==> src/rtl/tx_uart_pkg.sv <==
// ---------------------------------------------------------------------------
// tx_uart_pkg
// Shared definitions for the host-link UART transmitter: FSM state encoding
// and 8N1 frame constants.
// ---------------------------------------------------------------------------
package tx_uart_pkg;

  typedef logic [2:0] state_t;

  localparam state_t IDLE   = 3'd0;
  localparam state_t START  = 3'd1;
  localparam state_t DATA   = 3'd2;
  localparam state_t PARITY = 3'd3;
  localparam state_t STOP   = 3'd4;

  localparam int   DATA_BITS  = 8;
  localparam int   BIT_IDX_W  = $clog2(DATA_BITS);
  localparam logic STOP_LEVEL = 1'b1;
  localparam logic IDLE_LEVEL = 1'b1;

endpackage

==> src/rtl/tx_uart_baud_tick.sv <==
// ---------------------------------------------------------------------------
// baud_tick
// Free-running bit-period counter. Counts 0..CLKS_PER_BIT-1 and wraps to 0;
// `last` is high for the single cycle where the count is CLKS_PER_BIT-1,
// which is the final cycle of the current UART bit.
//
// Ports:
//   clk    in   system clock
//   rst_n  in   synchronous active-low reset
//   clr    in   synchronous clear, holds the count at 0
//   last   out  final cycle of the current bit period
// ---------------------------------------------------------------------------
module baud_tick #(
  parameter int CLKS_PER_BIT = 104
) (
  input  logic clk,
  input  logic rst_n,
  input  logic clr,
  output logic last
);

  localparam int CW = $clog2(CLKS_PER_BIT);
  localparam logic [CW-1:0] LAST_CNT = CW'(CLKS_PER_BIT - 1);

  logic [CW-1:0] cnt_q, cnt_d;

  assign last = (cnt_q == LAST_CNT);

  always_comb begin
    if (clr || last) cnt_d = '0;
    else             cnt_d = cnt_q + CW'(1);
  end

  // NOTE: flops use non-blocking assignments so every register samples the
  // pre-edge value of every other register, independent of process order.
  always_ff @(posedge clk) begin
    if (!rst_n) cnt_q <= '0;
    else        cnt_q <= cnt_d;
  end

endmodule

==> src/rtl/tx_uart.sv <==
// ---------------------------------------------------------------------------
// tx_uart
// Drains a first-word-fall-through tx FIFO and shifts each byte out on the
// host-link UART line as 8N1, LSB first. Frames go back to back while the
// FIFO has data: the pop for the next byte happens on the final cycle of the
// current stop bit, so the next start bit follows with no idle gap.
//
// Build option: define TX_UART_PARITY_EN to insert an even-parity bit after
// data bit 7 (11-bit frame). Undefined, the frame is plain 8N1 (10 bits).
//
// Ports:
//   clk     in   system clock, rising edge
//   rst_n   in   synchronous active-low reset
//   rdata   in   [7:0] FIFO head byte, valid while rempty=0
//   rempty  in   FIFO empty
//   rinc    out  FIFO pop strobe (combinational, one cycle per byte)
//   tx      out  registered serial line, idle high
//   busy    out  frame in progress (state != IDLE)
// ---------------------------------------------------------------------------
module tx_uart
  import tx_uart_pkg::*;
#(
  parameter int CLKS_PER_BIT = 104
) (
  input  logic                 clk,
  input  logic                 rst_n,
  input  logic [DATA_BITS-1:0] rdata,
  input  logic                 rempty,
  output logic                 rinc,
  output logic                 tx,
  output logic                 busy
);

  state_t                 state_q, state_d;
  logic [DATA_BITS-1:0]   shift_q, shift_d;
  logic [BIT_IDX_W-1:0]   bit_idx_q, bit_idx_d;
  logic                   tx_q, tx_d;
  logic                   bit_last;
  logic [BIT_IDX_W-1:0]   next_idx;

  // The counter is held at 0 while idle so the start bit always gets a full
  // period; between bits it simply wraps.
  baud_tick #(
    .CLKS_PER_BIT(CLKS_PER_BIT)
  ) u_baud_tick (
    .clk  (clk),
    .rst_n(rst_n),
    .clr  (state_q == IDLE),
    .last (bit_last)
  );

  assign next_idx = bit_idx_q + BIT_IDX_W'(1);

  // State register
  always_ff @(posedge clk) begin
    if (!rst_n) begin
      state_q   <= IDLE;
      shift_q   <= '0;
      bit_idx_q <= '0;
      tx_q      <= IDLE_LEVEL;
    end else begin
      state_q   <= state_d;
      shift_q   <= shift_d;
      bit_idx_q <= bit_idx_d;
      tx_q      <= tx_d;
    end
  end

  // Next-state logic. tx_d is the level for the next cycle, so the line
  // changes on the same edge as the state it belongs to.
  always_comb begin
    // NOTE: every output of this block is defaulted first; without it a path
    // that skips an assignment would infer a latch.
    state_d   = state_q;
    shift_d   = shift_q;
    bit_idx_d = bit_idx_q;
    tx_d      = tx_q;

    case (state_q)
      IDLE: begin
        tx_d = IDLE_LEVEL;
        if (!rempty) begin
          shift_d = rdata;
          state_d = START;
          tx_d    = 1'b0;
        end
      end

      START: begin
        if (bit_last) begin
          state_d   = DATA;
          bit_idx_d = '0;
          tx_d      = shift_q[0];
        end
      end

      DATA: begin
        if (bit_last) begin
          if (bit_idx_q == BIT_IDX_W'(DATA_BITS - 1)) begin
`ifdef TX_UART_PARITY_EN
            state_d = PARITY;
            tx_d    = ^shift_q;
`else
            state_d = STOP;
            tx_d    = STOP_LEVEL;
`endif
          end else begin
            bit_idx_d = next_idx;
            tx_d      = shift_q[next_idx];
          end
        end
      end

`ifdef TX_UART_PARITY_EN
      PARITY: begin
        if (bit_last) begin
          state_d = STOP;
          tx_d    = STOP_LEVEL;
        end
      end
`endif

      STOP: begin
        if (bit_last) begin
          if (!rempty) begin
            // Chain straight into the next frame.
            shift_d = rdata;
            state_d = START;
            tx_d    = 1'b0;
          end else begin
            state_d = IDLE;
            tx_d    = IDLE_LEVEL;
          end
        end
      end

      default: begin
        state_d = IDLE;
        tx_d    = IDLE_LEVEL;
      end
    endcase
  end

  // Outputs. rinc mirrors exactly the two transitions that latch rdata.
  always_comb begin
    rinc = 1'b0;
    if (rst_n && !rempty) begin
      if (state_q == IDLE)                rinc = 1'b1;
      else if (state_q == STOP && bit_last) rinc = 1'b1;
    end
  end

  assign busy = (state_q != IDLE);
  assign tx   = tx_q;

endmodule

==> config.mk <==
export PLATFORM = sky130hd
export DESIGN_NAME = tx_uart
export DESIGN_NICKNAME = d
export VERILOG_FILES = /design/src/rtl/tx_uart_pkg.sv /design/src/rtl/tx_uart_baud_tick.sv /design/src/rtl/tx_uart.sv
export SDC_FILE = /design/constraint.sdc
export NUM_CORES = 1
export LEC_CHECK = 0
export CAP_MARGIN = 20
export CORE_UTILIZATION = 40
export DETAILED_ROUTE_END_ITERATION = 12
export PLACE_DENSITY = 0.71
export SETUP_SLACK_MARGIN = 0.4
export SLEW_MARGIN = 40
export SYNTH_ARGS = -nofsm -noshare
export SYNTH_HDL_FRONTEND = slang
export SYNTH_HIERARCHICAL = 1
export SYNTH_SLANG_ARGS = --single-unit
==> constraint.sdc <==
create_clock -name clk -period 2 [get_ports clk]
set_clock_uncertainty 0.1 [all_clocks]
set_input_delay 0.2 -clock clk [delete_from_list [all_inputs] [get_ports clk]]
set_output_delay 0.2 -clock clk [all_outputs]
set_load 0.02 [all_outputs]
* Word-level counts from Yosys, hierarchy flattened
Index checks and enable logic that the tools add are counted.
** Storage, ports and cells
- Register bits after elaboration :: 22
- Input port bits :: 11
- Output and inout port bits :: 3
- Logic and storage cells :: 58
** Cells by class
- $add $sub $neg :: 2
- $lt $le $gt $ge :: 1
- Equal/unequal tests :: 11
- Muxes and demuxes :: 25
- Bitwise operators :: 1
- Reduce and logical (&&, ||, !) cells :: 13
** Operators with widths (count)
- $mux W3 :: 8
- $mux W8 :: 2
- $pmux W8 S2 :: 1
- $ne A2 B2 Y1 const B :: 6
- $pmux W3 S4 :: 1
- $mux W1 :: 10
- $add A7 B1 Y7 const B :: 1
- $eq A7 B7 Y1 const B :: 1
- $eq A3 B3 Y1 const B :: 2
- $pmux W3 S2 :: 1
- $reduce_and A5 Y1 :: 1
- $lt A3 B4 Y1 const B :: 1
- $pmux W1 S4 :: 1
- $reduce_and A4 Y1 :: 1
- $reduce_bool A2 Y1 :: 2
- $add A3 B1 Y3 const B :: 1
- $bmux W1 S3 :: 1
- $eq A3 B1 Y1 const B :: 1
- $eq A3 B2 Y1 const B :: 1
- $logic_not A3 Y1 :: 1
- $reduce_and A3 Y1 :: 1
- $reduce_bool A3 Y1 :: 1
- $logic_and A1 B1 Y1 :: 2
- $reduce_and A2 Y1 :: 1
- other kinds (4) :: 4

* Logic depth before layout (Yosys ltp)
Gate-level depths: netlist of the first run.
- Depth in word-level cells :: 6
- Gate-level depth with buffers :: 8
- Mapped depth without buffers :: 7

* Cells and area by module
The synthesis of the first run kept the hierarchy.
** By module, submodules not included
- tx_uart :: instances 1, cells an instance 82, area each 838.3 sq um, sequential area each 300.3 sq um
- baud_tick :: instances 1, cells an instance 34, area each 311.5 sq um, sequential area each 140.1 sq um

* Worst setup path before layout of the first run
OpenSTA, ideal clock, no wires.
- Path kind :: register to output
- Start :: register u_baud_tick.cnt_q[3]
- End :: output rinc
- Arrival time :: 1719 ps
- Data required time :: 1700 ps
- Slack :: -19 ps
- Stages on the path, launching flop included :: 7
- Path buffers :: 1
- Path through :: dfxtp_1 or3b_1 nor2_1 nor2b_4 nor4_4 buf_6 and2_1
** On the way
- Longest elaborated chain between the ends :: 5
** RTL lines
- start, declared :: RTL line tx_uart_baud_tick.sv:25 : logic [CW-1:0] cnt_q, cnt_d;
- start signal, assigned :: RTL line tx_uart_baud_tick.sv:38 : else cnt_q <= cnt_d;
- $eq A7 B7 Y1 :: RTL line tx_uart_baud_tick.sv:27 : assign last = (cnt_q == LAST_CNT);
- via bit_last :: RTL line tx_uart.sv:38 : logic bit_last;
- $logic_and A1 B1 Y1 :: RTL line tx_uart.sv:149 : else if (state_q == STOP && bit_last) rinc = 1'b1;
- $mux W1 :: RTL line tx_uart.sv:149
- $mux W1 :: RTL line tx_uart.sv:148 : if (state_q == IDLE) rinc = 1'b1;
- $mux W1 :: RTL line tx_uart.sv:147 : if (rst_n && !rempty) begin
- end, declared :: RTL line tx_uart.sv:29 : output logic rinc,
The timed path passes the listed nets, and every way through them passes these cells.

* Worst setup path after layout of the first run
- Start :: register u_baud_tick.cnt_q[4]
- End :: output rinc
Same word-level chain as after synthesis.

==> results of run 1 <==
-- registers in the layout, summed over array words and instances (netlist names) --
name and count:
bit_idx_q 3, shift_q 8, state_q 3, tx 1, u_baud_tick/cnt_q 7
-- routing by layer --
metal  up-vias  routed length [um]  GRT usage
met5         -                   0          0
met1       444                1126     0.2121
met2        20                1325     0.2892
met3         4                 111    0.03256
met4         0                  26    0.08214
li1        485                   -          -
-- worst max-delay path, stage by stage (launching register included) --
cell and delay [ps]:
sky130_fd_sc_hd__dfxtp_2 340, sky130_fd_sc_hd__or3b_4 410, sky130_fd_sc_hd__nor2_4 130, sky130_fd_sc_hd__nor2b_4 60
sky130_fd_sc_hd__nor4_4 160, sky130_fd_sc_hd__and2_2 180, sky130_fd_sc_hd__buf_4 130
-- through the flow --
step,TNS (ps),hold WS [ps]
4_1_cts,-17.60,377.4
3_5_place_dp,-186.2,389.3
5_1_grt,-110.1,381.7
6_report,-3.587,389.6
3_3_place_gp,-149.8,360.2
2_1_floorplan,0,228.2
-- placed cells by master (no fill, tap or decap), drive strengths merged --
master	count
mux2	1
nand4	1
dlygate4sd2	1
o21a	1
dfxtp	22
and2	3
a21oi	5
xnor2	1
nor4	1
nand2	4
or3b	2
clkbuf	3
o31ai	1
nand3	4
clkdlybuf4s50	10
nor3	3
nor2	11
inv	3
nand2b	2
nor3b	3
and3	2
nor2b	15
bufinv	1
o41ai	1
ha	3
and4b	1
buf	28
mux4	2
xor2	3
mux2i	10
o21bai	1
or3	1
o21ai	4
-- power by group --
part           leakage (nW)  switching, mW  internal (mW)
Clock                0.0279          0.137          0.203
Combinational         0.462         0.0493         0.0725
Sequential            0.183        0.00896          0.451
-- repair_timing --
action | CTS | global route
setup buffers | 4 | 9
pin swaps | 5 | 5
gates resized for setup | 20 | 13
setup endpoints to repair | 17 | 18
endpoints found under the hold margin | 0 | 0
-- worst paths after layout --
| check | from | end | slack (ps) | cells past startpoint |
|---|---|---|---|---|
| max | u_baud_tick/cnt_q[4] | rinc | -4 | 6 |
| min | rdata[5] | shift_q[5] | 390 | 3 |
| max reg2reg | u_baud_tick/cnt_q[4] | bit_idx_q[0] | 70 | 9 |
| min reg2reg | u_baud_tick/cnt_q[5] | u_baud_tick/cnt_q[5] | 410 | 2 |
-- logic make-up after synthesis --
group                    after synthesis
AO/OA/AOI/OAI                         13
XOR/XNOR                               4
adder cells (fa/ha/maj)                3
buffers and inverters                  8
flip-flops                            22
multiplexers                          13
AND/OR/NAND/NOR                       53
-- area by class of cell --
cell class	count	area, um^2
fillers	204	1101
multi-input cells	86	733.2
flip-flops and latches	22	450.4
repair buffers	39	346.6
well taps	31	38.79
clock inverters	1	30.03
clock buffers	3	22.52
inverters	3	11.26
==> impl_metrics.py, run 1 <==
metrics = {
    "layout": {
        "antenna_cells_inserted": 0,
        "syn_to_final_growth_pct": 42.00,
        "post_layout_nonfiller_instances": 185,
        "layout.cell_area.non_filler_um2": 1633,
        "layout.nets": 169,
        "drive_gt1_frac": 0.3896,
        "final_core_utilization": 0.5973,
    },
    "run": {
        "max_cap_violations": 0,
    },
    "yosys": {
        "ys_seq_area_frac": 0.3830,
        "netlist_area_um2": 1150,
        "netlist.area_leader.share": 0.3830,
        "ys_ff_latch": 22,
        "syn-num-nets": 130,
        "yosysMostFrequentCell": "sky130_fd_sc_hd__dfxtp_1",
        "synthDominantAreaCellType": "sky130_fd_sc_hd__dfxtp_1",
        "synthTopCellsByCount": "sky130_fd_sc_hd__dfxtp_1 (22), sky130_fd_sc_hd__nor2b_1 (14), sky130_fd_sc_hd__nor2_1 (11)",
        "netlist_top_cells_area": "sky130_fd_sc_hd__dfxtp_1 (38%), sky130_fd_sc_hd__mux2i_1 (8.7%), sky130_fd_sc_hd__nor2b_1 (7.6%), sky130_fd_sc_hd__mux4_1 (4.6%), sky130_fd_sc_hd__nor2_1 (3.6%)",
        "synth_top_family_by_area": "simple AND/OR/NAND/NOR gates",
        "ys.flop_type": "sky130_fd_sc_hd__dfxtp_1",
        "avg_synthesized_cell_area_um2": 9.913,
        "synth_area_in_adders": 0.03264,
        "synth_enable_flop_cells": 0,
        "synthSimpleGateAreaFrac": 0.2884,
        "synth_cells": 116,
        "asyncSetResetFlopFracSynth": 0,
        "ys_types": 36,
        "synth.yosys.warnings": 6,
        "mux_cell_area_share_after_synthesis": 0.1425,
        "synth_xor_xnor_area_share": 0.03047,
        "fraction_of_the_mapped_netlist_area_in_compound_gates": 0.06964,
    },
    "worst_hold_path": {
        "hold_path_class": "input pin to flip-flop",
    },
    "floorplanning": {
        "die_y_um": 55.62,
        "design.die.area_um2": 3093,
        "row_count": 19,
        "die_width_um": 55.62,
        "top_level_ports": 14,
        "floorplan.initialDensity": 0.4206,
        "fp.coreArea_um2": 2734,
    },
    "cts": {
        "root_buffer": "sky130_fd_sc_hd__clkbuf_4",
        "clk_pin_slew_ps": 130,
        "cts_made_buffers": 3,
        "tritoncts_sinks": 22,
        "clock_tree_from_tritoncts": "yes",
        "postCtsHoldBufs": 0,
        "clockBufferDepth": 2,
        "cts-htree-levels": 1,
        "clk-insertion-delay-late_ps": 310,
    },
    "run_status": {
        "failing_checks": "negative setup slack",
        "result_of_the_run": "finished with violations",
    },
    "worst_setup_path": {
        "crit_path_end_kind": "output port",
        "worstSetupPathType": "flip-flop to output port",
        "setup.worst_path.start_class": "flip-flop",
        "worst-endpoint-arrival_ps": 1700,
        "cp_data_required_time_ps": 1700,
        "path_max_fanout": 2,
    },
    "detailed_routing": {
        "detail_route.wl_per_cell_um": 14.00,
        "route.detailed.drc": 0,
        "antenna_violating_nets_post_route": 0,
        "first_iteration_detailed_routing_drc_count": 22,
        "route.vias.total": 953,
        "detail_route.wirelength_mm": 2.590,
        "drt_first_pass_iters": 4,
        "route.detailed.vias_per_inst": 5.151,
    },
    "global_route": {
        "antenna_found_initial": 0,
        "grt_start_max_net_pins": 17,
        "grtUsageTotal": 0.1723,
        "global_route.overflow_total": 0,
        "grt_pass1_vias": 959,
        "grt_first_pass_wirelength_mm": 4.229,
    },
    "power_and_ir_drop": {
        "power_per_cell_area_nw_per_um2": 564.1,
        "total_leakage_power_nw": 0.6726,
        "p_total_mw": 0.9211,
        "worst_ir_drop_vdd_v": 0.0005002,
    },
    "placed_design": {
        "placed_area_um2": 1418,
        "dpl.hpwl_mm": 1.692,
        "placed_cells_incl_taps": 168,
        "place_worst_setup_slack_ps": -186.2,
        "port_buffers": 13,
        "gp_routability_congestion": 0.8036,
    },
    "sta": {
        "finalWorstPathRequiredPeriod_ps": 2004,
        "final_hold_viol_count": 0,
        "timing.slew.headroom": 0.8291,
        "unrepaired_setup_endpoints_after_global_routing": "true",
        "setup_ws_ps": -3.587,
        "worst_slew_pin_slew_ps": 254.4,
        "finalMaxSlewViolations": 0,
        "layout_worst_path_cycle_share": 1.002,
        "fmaxAchievable_ghz": 0.4991,
        "finalSetupViolCount": 1,
    },
}
No activity file was read; power rests on OpenSTA's default activity.
==> run 2, diff against run 1 <==
--- a/config.mk
+++ b/config.mk
@@ -6,6 +6,7 @@
 export NUM_CORES = 1
 export LEC_CHECK = 0
 export CAP_MARGIN = 20
+export CORE_MARGIN = 2
 export CORE_UTILIZATION = 40
 export DETAILED_ROUTE_END_ITERATION = 12
 export PLACE_DENSITY = 0.71
==> run 2 against run 1 <==
The run now ends clean. Utilization shrank 2.6 points. Cell count shrank 4.3%. Clock power shrank 28%. Die area grew 7.3%. Routed wire length shrank 6.8%. Flip-flop and latch count is the same. Final area shrank 4.3%. Sequential share of layout area grew 1.2 points. Largest cell class unchanged.
==> impl_metrics.py, run 2 (same netlist as run 1, synthesis figures left out) <==
metrics = {
    "worst_hold_path": {
        "hold_path_depth": 3,
        "worst_hold_start": "rdata[2]",
        "end_point_of_the_most_critical_hold_path": "shift_q[2]",
        "hold_path_class": "input pin to flip-flop",
    },
    "global_route": {
        "grtUsageTotal": 0.1545,
        "grt_pass1_vias": 929,
        "antenna_found_initial": 0,
        "grt_start_max_net_pins": 17,
        "grt_first_pass_wirelength_mm": 4.022,
        "global_route.overflow_total": 0,
    },
    "detailed_routing": {
        "route.vias.total": 931,
        "detail_route.wirelength_mm": 2.413,
        "antenna_violating_nets_post_route": 0,
        "first_iteration_detailed_routing_drc_count": 23,
        "route.detailed.drc": 0,
        "route.detailed.vias_per_inst": 5.260,
        "detail_route.wl_per_cell_um": 13.63,
        "drt_first_pass_iters": 4,
    },
    "layout": {
        "syn_to_final_growth_pct": 35.91,
        "mostFrequentLayoutCell": "sky130_fd_sc_hd__dfxtp_1",
        "registers.top_by_ff_count": "shift_q",
        "final_core_utilization": 0.5716,
        "post_layout_nonfiller_instances": 177,
        "antenna_cells_inserted": 0,
        "drive_gt1_frac": 0.3699,
        "largest_register_ff_count": 8,
        "layout.nets": 161,
        "layout_common_cells": "sky130_fd_sc_hd__dfxtp_1 (16), sky130_fd_sc_hd__buf_4 (15), sky130_fd_sc_hd__nor2b_1 (13)",
        "reg.largest.list": "shift_q: 8 flops, u_baud_tick/cnt_q: 7 flops",
    },
    "power_and_ir_drop": {
        "clock_power_share": 0.303,
        "internal_power_mw": 0.6219,
        "total_leakage_power_nw": 0.6277,
        "power_per_cell_area_nw_per_um2": 517.4,
        "sw_ratio": 0.2309,
        "p_total_mw": 0.8086,
        "power_switching_mw": 0.1867,
        "combinationalPowerShare": 0.129,
        "power_share_of_the_sequential_group": 0.568,
        "worst_ir_drop_vdd_v": 0.0003829,
    },
    "placed_design": {
        "gp_routability_congestion": 0.7941,
        "dpl.hpwl_mm": 1.682,
        "placed_cells_incl_taps": 168,
        "place_worst_setup_slack_ps": -210.4,
        "port_buffers": 13,
    },
    "cts": {
        "clock_tree_from_tritoncts": "yes",
        "cts_made_buffers": 3,
        "cts-htree-levels": 1,
        "root_buffer": "sky130_fd_sc_hd__clkbuf_4",
        "clockBufferDepth": 2,
        "clk_pin_slew_ps": 130,
        "postCtsHoldBufs": 0,
        "clk-insertion-delay-late_ps": 310,
        "tritoncts_sinks": 22,
    },
    "floorplanning": {
        "top_level_ports": 14,
        "row_count": 19,
        "design.die.area_um2": 3319,
        "die_y_um": 57.62,
        "floorplan.initialDensity": 0.4206,
        "fp.coreArea_um2": 2734,
        "die_width_um": 57.62,
    },
    "run_status": {
        "result_of_the_run": "finished clean",
    },
    "sta": {
        "worst_slew_pin_slew_ps": 278.7,
        "final_hold_viol_count": 0,
        "finalWorstPathRequiredPeriod_ps": 2000,
        "layout_worst_path_cycle_share": 1.000,
        "hold_ws_ps": 393.9,
        "setup_ws_ps": 0.08926,
        "timing.slew.headroom": 0.8134,
        "unrepaired_setup_endpoints_after_global_routing": "true",
        "finalMaxSlewViolations": 0,
        "finalSetupViolCount": 0,
        "fmaxAchievable_ghz": 0.5000,
    },
    "worst_setup_path": {
        "setup.worst_path.start_class": "flip-flop",
        "timing.reg2reg.worst_path_depth": 9,
        "rr_endpoint": "bit_idx_q[0]",
        "critical_path.reg2reg.startpoint": "u_baud_tick/cnt_q[4]",
        "worstSetupPathType": "flip-flop to output port",
        "path_max_fanout": 2,
        "cp_data_required_time_ps": 1700,
        "worst-endpoint-arrival_ps": 1700,
        "crit_path_end_kind": "output port",
        "setup.reg_to_reg.worst_slack_ps": 50,
    },
    "run": {
        "max_cap_violations": 0,
    },
}
[run 2: power by group through the flow]
| stage | sequential (mW) | combinational (mW) | clock (mW) |
|---|---|---|---|
| floorplan | 0.469 | 0.0606 | 0 |
| global placement | 0.470 | 0.0978 | 0 |
| detailed placement | 0.471 | 0.0994 | 0 |
| CTS | 0.460 | 0.103 | 0.247 |
| global route | 0.462 | 0.114 | 0.266 |
| finish | 0.459 | 0.104 | 0.245 |
[run 2: worst max path at each step]
stage	end	depth (start not counted)	slack (ps)	startpoint
after floorplan	tx	6	140	bit_idx_q[0]
after global placement	rinc	6	-150	u_baud_tick/cnt_q[6]
after detailed placement	rinc	6	-210	u_baud_tick/cnt_q[6]
after CTS	rinc	6	-20	u_baud_tick/cnt_q[6]
after global routing	rinc	6	-100	u_baud_tick/cnt_q[6]
final	rinc	6	0.09	u_baud_tick/cnt_q[4]
[run 2: repair_timing]
action                     4_1_cts  5_1_grt
buffers inserted                 3        2
pin swaps                        5        3
gates resized for setup         20       10
setup endpoints to repair       16       18
[run 2: metrics by stage]
stage | instance area [um^2] | setup TNS [ps]
floorplan | 1201 | 0
global placement | 1418 | -149.3
detailed placement | 1418 | -210.4
CTS | 1518 | -15.96
global route | 1563 | -137.7
finish | 1563 | 0
[run 2: final cells by class]
class / count / area (um^2)
Clock buffer: 4 / 36.28
Multi-Input combinational cell: 86 / 750.7
Inverter: 3 / 11.26
Sequential cell: 22 / 450.4
Fill cell: 215 / 1171
Timing Repair Buffer: 31 / 275.3
Tap cell: 31 / 38.79
[run 2: worst max-delay path, cell delays in order (launching register included)]
cell and delay [ps]:
sky130_fd_sc_hd__dfxtp_2 340, sky130_fd_sc_hd__or3b_4 410, sky130_fd_sc_hd__nor2_4 130, sky130_fd_sc_hd__nor2b_4 60
sky130_fd_sc_hd__nor4_4 150, sky130_fd_sc_hd__and2_2 180, sky130_fd_sc_hd__buf_4 130
[run 2: layer usage]
metal / routed length, um / track usage / vias to the layer above / part of all wire
li1: - / - / 463 / -
met1: 1071 / 0.1963 / 433 / 0.44
met2: 1192 / 0.2597 / 31 / 0.49
met3: 122 / 0.03125 / 4 / 0.051
met4: 27 / 0.05648 / 0 / 0.011
met5: 0 / 0 / - / 0
